`src/rtl/liquid_mixer_pkg.sv`:
```
// Shared constants for the liquid mixer front end.
// Channel indices into the raw/debounced input vectors.
package liquid_mixer_pkg;
   localparam int CH_START = 0;
   localparam int CH_LOW   = 1;
   localparam int CH_HIGH  = 2;
   localparam int CH_ESTOP = 3;
   localparam int NUM_CH   = 4;

   localparam int DEFAULT_DEBOUNCE_CYCLES = 16;
endpackage

```
`src/rtl/mixer_input_conditioner_debounce_channel.sv`:
```
// One input channel: 2-FF synchroniser, counting debouncer
// and registered rising-edge pulse.
module debounce_channel
   import liquid_mixer_pkg::*;
#(
   parameter int DEBOUNCE_CYCLES = DEFAULT_DEBOUNCE_CYCLES
) (
   input  logic clk,
   input  logic rst,
   input  logic raw,
   output logic sync,
   output logic level,
   output logic rise
);
   localparam int CNT_W = $clog2(DEBOUNCE_CYCLES);
   localparam logic [CNT_W-1:0] CNT_MAX = CNT_W'(DEBOUNCE_CYCLES - 1);

   logic             s1;
   logic [CNT_W-1:0] cnt;
   logic             at_max;

   assign at_max = (cnt == CNT_MAX);

   always_ff @(posedge clk or posedge rst) begin
      if (rst) begin
         s1    <= 1'b0;
         sync  <= 1'b0;
         level <= 1'b0;
         cnt   <= '0;
         rise  <= 1'b0;
      end else begin
         s1   <= raw;
         sync <= s1;
         rise <= sync & ~level & at_max;
         // any bounce back to the accepted level restarts the count
         if (sync == level) begin
            cnt <= '0;
         end else if (at_max) begin
            level <= sync;
            cnt   <= '0;
         end else begin
            cnt <= cnt + CNT_W'(1);
         end
      end
   end
endmodule

```
`src/rtl/mixer_input_conditioner.sv`:
```
// Conditions raw mixer inputs into the x0/x1/x2 pulses and
// the latched x10 emergency level for the mixer FSM.
module mixer_input_conditioner
   import liquid_mixer_pkg::*;
#(
   parameter int DEBOUNCE_CYCLES = DEFAULT_DEBOUNCE_CYCLES
) (
   input  logic              clk,
   input  logic              rst,
   input  logic              start_raw,
   input  logic              low_raw,
   input  logic              high_raw,
   input  logic              estop_raw,
   input  logic              estop_clear,
   output logic              x0,
   output logic              x1,
   output logic              x2,
   output logic              x10,
   output logic [NUM_CH-1:0] db_level
);
   logic [NUM_CH-1:0] raw;
   logic [NUM_CH-1:0] sync;
   logic [NUM_CH-1:0] level;
   logic [NUM_CH-1:0] rise;
   logic              unused_bits;

   assign raw[CH_START] = start_raw;
   assign raw[CH_LOW]   = low_raw;
   assign raw[CH_HIGH]  = high_raw;
   assign raw[CH_ESTOP] = estop_raw;

   for (genvar g = 0; g < NUM_CH; g++) begin : g_ch
      debounce_channel #(
         .DEBOUNCE_CYCLES(DEBOUNCE_CYCLES)
      ) u_ch (
         .clk  (clk),
         .rst  (rst),
         .raw  (raw[g]),
         .sync (sync[g]),
         .level(level[g]),
         .rise (rise[g])
      );
   end

   // e-stop latches off the synchronised level, not the debounced one
   always_ff @(posedge clk or posedge rst) begin
      if (rst) begin
         x10 <= 1'b0;
      end else if (sync[CH_ESTOP]) begin
         x10 <= 1'b1;
      end else if (estop_clear && !level[CH_ESTOP]) begin
         x10 <= 1'b0;
      end
   end

   assign x0       = rise[CH_START] & ~x10;
   assign x1       = rise[CH_LOW];
   assign x2       = rise[CH_HIGH];
   assign db_level = level;

   assign unused_bits = ^{sync[CH_HIGH:CH_START], rise[CH_ESTOP]};
endmodule

```
`config.mk`:
```
export PLATFORM = sky130hd
export DESIGN_NAME = mixer_input_conditioner
export DESIGN_NICKNAME = d
export VERILOG_FILES = /design/src/rtl/liquid_mixer_pkg.sv /design/src/rtl/mixer_input_conditioner_debounce_channel.sv /design/src/rtl/mixer_input_conditioner.sv
export SDC_FILE = /design/constraint.sdc
export NUM_CORES = 1
export LEC_CHECK = 0
export CELL_PAD_IN_SITES_DETAIL_PLACEMENT = 0
export CELL_PAD_IN_SITES_GLOBAL_PLACEMENT = 1
export CORE_MARGIN = 3
export CORE_UTILIZATION = 30
export CTS_BUF_LIST = sky130_fd_sc_hd__clkbuf_4
export DETAILED_ROUTE_END_ITERATION = 16
export GPL_ROUTABILITY_DRIVEN = 0
export GPL_TIMING_DRIVEN = 0
export PLACE_DENSITY = 0.57
export SLEW_MARGIN = 20
export SYNTH_ARGS = -nofsm -noshare
export SYNTH_HDL_FRONTEND = slang
export SYNTH_SLANG_ARGS = --single-unit
```
`constraint.sdc`:
```
create_clock -name clk -period 1.4 [get_ports clk]
set_clock_uncertainty 0.1 [all_clocks]
set_input_delay 0.21 -clock clk [delete_from_list [all_inputs] [get_ports clk]]
set_output_delay 0.21 -clock clk [all_outputs]
set_load 0.02 [all_outputs]
```
======== Word level (Yosys, flattened, before mapping) ========
Cells that the tools add are included.
storage, ports and cells
  register bits ........................... 32
  bits of input ports ..................... 7
operators by class
  add/sub/neg operators ................... 4
  equal/unequal tests ..................... 8
  multiplexer cells ....................... 10
  bitwise logic cells ..................... 15
  reductions and logical operators ........ 7
operators with widths
  cell                                                           number
  4-bit 2-to-1 mux                                               8
  4-bit by 1-bit adder with 4-bit output, second input constant  4
  4-bit equality test, second input constant                     4
  1-bit NOT                                                      8
  2-bit AND reduction                                            4
  1-bit bitwise AND                                              7
  1-bit equality test                                            4
  1-bit 2-to-1 mux                                               2
  2-bit nonzero test                                             1
  1-bit logical AND                                              1
  1-bit logical NOT                                              1

======== Longest topological paths before layout ========
  word-level depth ........................ 4
  mapped depth ............................ 4
  depth with buffers taken out ............ 4

======== Cells and area by module ========
A second synthesis with hierarchy kept.
unflattened totals
  cells, all modules ...................... 93
  area total of the unflattened synthesis .. 1300.0 um^2
modules (own cells, without submodules)
  module                   times used  cells an instance  area each (um^2)
  debounce_channel         4           22                 312.8
  mixer_input_conditioner  1           5                  48.8

======== Worst setup path after synthesis ========
Ideal clock, no wire load.
  path type ............................... register to register
  from .................................... reg g_ch[0].u_ch.level
  to ...................................... reg g_ch[0].u_ch.level
  setup time .............................. 0.127 ns
  data arrival time ....................... 1.131 ns
  data required time ...................... 1.173 ns
  slack ................................... 0.041 ns
  stages on the path, launching flop included .. 5
  buffers on the path ..................... 0
  path through ............................ dfrtp_1 inv_1 ha_1 nor2_2 mux2_1
on the way
  longest elaborated chain between the ends .. 3
RTL lines
  what                                  RTL line                                        source
  from (decl)                           mixer_input_conditioner_debounce_channel.sv:12  output logic level,
  from (signal assigned)                mixer_input_conditioner_debounce_channel.sv:39  level <= sync;
  1-bit equality test                   mixer_input_conditioner_debounce_channel.sv:36  if (sync == level) begin
  1-bit NOT (no source line)            n/a
  2-bit AND reduction (no source line)  n/a
No other way between the ends.
A chain may end at the register's enable or synchronous reset.

======== Worst setup path in the final report ========
  from .................................... reg g_ch[0].u_ch.cnt[0]
  to ...................................... reg g_ch[0].u_ch.level
on the way
  longest elaborated chain between the ends .. 2
RTL lines
  what                                  RTL line                                        source
  from (decl)                           mixer_input_conditioner_debounce_channel.sv:19  logic [CNT_W-1:0] cnt;
  from (signal assigned)                mixer_input_conditioner_debounce_channel.sv:42  cnt <= cnt + CNT_W'(1);
  4-bit equality test                   mixer_input_conditioner_debounce_channel.sv:22  assign at_max = (cnt == CNT_MAX);
  2-bit AND reduction (no source line)  n/a
No other way between the ends.

==> impl_metrics.yaml <==
outcome:
  status: "finished clean"
clocking:
  htreeDepth: 2
  cts_max_path_buffers: 2
  hold_buffers: 0
  clkSlewWorstSetupHoldPaths_ns: 0.10
  cts_tree: "built"
  cts_made_buffers: 5
  clk_latency_ns: 0.32
  cts_sinks: 32
  root_buffer: "clkbuf_4"
layout:
  layoutNonFillerInstCount: 179
  nets: 142
  syn_to_final_growth_pct: 23.51
  diodes: 0
  fill_cells: 405
  drive_gt1_frac: 0.2946
critical_path:
  crit_type: "register to register"
  cp_data_required_time_ns: 1.51
  startpoint_type: "register"
  arrival_ns: 1.46
  r2r-start: "g_ch[0].u_ch.cnt[0]"
  critPathMaxFanout: 4
  cp-startpoint: "g_ch[0].u_ch.cnt[0]"
  cp-end-kind: "register"
power_and_ir_drop:
  p_leak_nw: 0.7285
  ir_drop_v: 0.0005034
  p_per_area_nw_per_um2: 1034
  p_total_mw: 1.666
timing:
  hold_viol: 0
  tightest_slew_ns: 0.6670
  slew_violations: 0
  fin_crit_ns: 1.347
  fmax_ghz: 0.7424
  max_slew_margin: 0.5547
  rsz0062_at_grt: "yes"
  fin_crit_sh: 0.9622
  setup_viol: 0
synth:
  ys_warn_count: 0
  synth_edf_count: 0
  syn_inst: 104
  yosys.area.top_type: "dfrtp_1"
  yosysMostFrequentCell: "dfrtp_1"
  ys_ff_latch: 32
  async_reset_ff_frac: 1.000
  synth.net_count: 118
  seq_area_frac_synth: 0.6142
  synth_cell_types: 17
  mappedNetlistArea_um2: 1304
  syn-mean-instance-area_um2: 12.54
  yosysTopAreaCellShare: 0.6142
  synthTopCellsByCount: "dfrtp_1, inv_1, a21oi_1"
  synth_ff_type: "dfrtp_1"
  ys_top_cells_by_area: "dfrtp_1, ha_1, xnor2_1"
worst_hold_path:
  hp-class: "input pin to asynchronous set/reset pin"
route:
  drc_errors: 0
  drt-initial-drc-count: 22
  drt-wirelength-per-cell_um: 11.37
  vias: 796
  first_pass_iters: 2
  vias_per_cell: 4.447
  drtAntennaViolNets: 0
  wl_um: 2036
floorplan:
  die-area_um2: 5172
  die_w_um: 71.92
  rows: 23
  core_area_um2: 4086
  initial_utilization: 0.3190
  die_h_um: 71.92
  num_io_pins: 15
global_routing:
  grt_max_degree: 33
  overflow: 0
  grt_pass1_wl_um: 3429
  grt_use_total: 0.08987
  antenna_found_initial: 0
  first_global_vias: 786
job:
  cap_violations: 0
place:
  place_inst: 168
  port_buffers: 14
  dpl.hpwl_um: 1326
per-stage QoR:
step	setup TNS, ns	instance area (um2)	hold WS, ns	utilization	setup WS [ns]
floorplan	0	1304	0.1414	-	0.04142
global placement	-12.82	1506	0.2328	0.3686	-0.3970
detailed placement	-0.1908	1506	0.2364	0.3686	-0.06347
CTS	0	1583	0.1890	0.3873	0.006440
global route	-0.02688	1610	0.1788	0.3941	-0.01853
finish	0	1610	0.1936	0.3941	0.05294
power by group:
group          leakage [nW]  total, mW  switching, mW  internal [mW]
sequential            0.415       1.01         0.0411          0.965
combinational         0.280      0.129         0.0592         0.0697
clock                0.0338      0.531          0.299          0.232
total                 0.729       1.67          0.399           1.27
logic make-up (layout without fill, tap and decap cells):
kind of cell             Yosys count  after routing  synth area share
adder cells (fa/ha/maj)            7              7           0.06718
buffers and inverters             15             40           0.05470
AND/OR/NAND/NOR                   28             28            0.1440
AO/OA/AOI/OAI                     13             13           0.05183
flip-flops                        32             32            0.6142
XOR/XNOR                           5              5           0.03359
multiplexers                       4              4           0.03455
path summary, 6_finish.rpt:
check / cells past startpoint / endpoint / slack [ns]
max: 4 / g_ch[0].u_ch.level / 0.05
min: 2 / g_ch[1].u_ch.level / 0.19
max reg2reg: 4 / g_ch[0].u_ch.level / 0.05
min reg2reg: 0 / g_ch[2].u_ch.sync / 0.25
max in group asynchronous: 2 / g_ch[0].u_ch.sync / 0.57
min in group clk: 1 / g_ch[3].u_ch.s1 / 0.21
cell type report:
| class | instances | area, um2 | area share |
|---|---|---|---|
| Sequential cell | 32 | 800.8 | 0.4973 |
| Multi-Input combinational cell | 57 | 486.7 | 0.3023 |
| Timing Repair Buffer | 17 | 132.6 | 0.08236 |
| Tap cell | 50 | 62.56 | 0.03885 |
| Clock buffer | 7 | 52.55 | 0.03263 |
| Inverter | 11 | 41.29 | 0.02564 |
| Buffer | 4 | 30.03 | 0.01865 |
| Clock inverter | 1 | 3.754 | 0.002331 |
state kept, by name (all words and copies together) (netlist names):
name             cells
g_ch.u_ch.cnt       16
g_ch.u_ch.level      4
g_ch.u_ch.rise       3
g_ch.u_ch.s1         4
g_ch.u_ch.sync       4
x10                  1
worst max-delay path, cell delays in order, from the launching register on:
cell	delay, ns
dfrtp_1	0.41
ha_2	0.23
nand3_2	0.09
nor2_2	0.10
mux2_1	0.31
metal layers:
| metal | global-route usage | routed length [um] | up-vias |
|---|---|---|---|
| met1 | 0.1022 | 929 | 384 |
| met2 | 0.1347 | 943 | 15 |
| met4 | 0.05010 | 48 | 0 |
| met5 | 0 | 0 | - |
| li1 | - | - | 392 |
| met3 | 0.04848 | 115 | 5 |
layout by cell type (no fill, tap or decap), types with 2 or more instances in the layout:
| cell | instances |
|---|---|
| nor2_1 | 7 |
| dfrtp_1 | 32 |
| xnor2_1 | 5 |
| clkbuf_4 | 7 |
| nand4b_1 | 4 |
| clkdlybuf4s50_1 | 6 |
| a21oi_1 | 8 |
| nand3_2 | 4 |
| ha_2 | 2 |
| o21ai_0 | 4 |
| ha_4 | 4 |
| nor3b_1 | 4 |
| nor2_2 | 3 |
| mux2_1 | 3 |
| buf_2 | 4 |
| nor2b_1 | 5 |
| inv_1 | 7 |
| dlygate4sd2_1 | 2 |
| buf_4 | 8 |
| inv_2 | 4 |
what timing repair did:
item	4_1_cts	5_1_grt
setup buffers	1	2
resized for setup	28	8
gates cloned	0	0
endpoints found under the setup margin	11	5
pin swaps	0	1
Note: power is estimated with default switching activity, not from simulation.
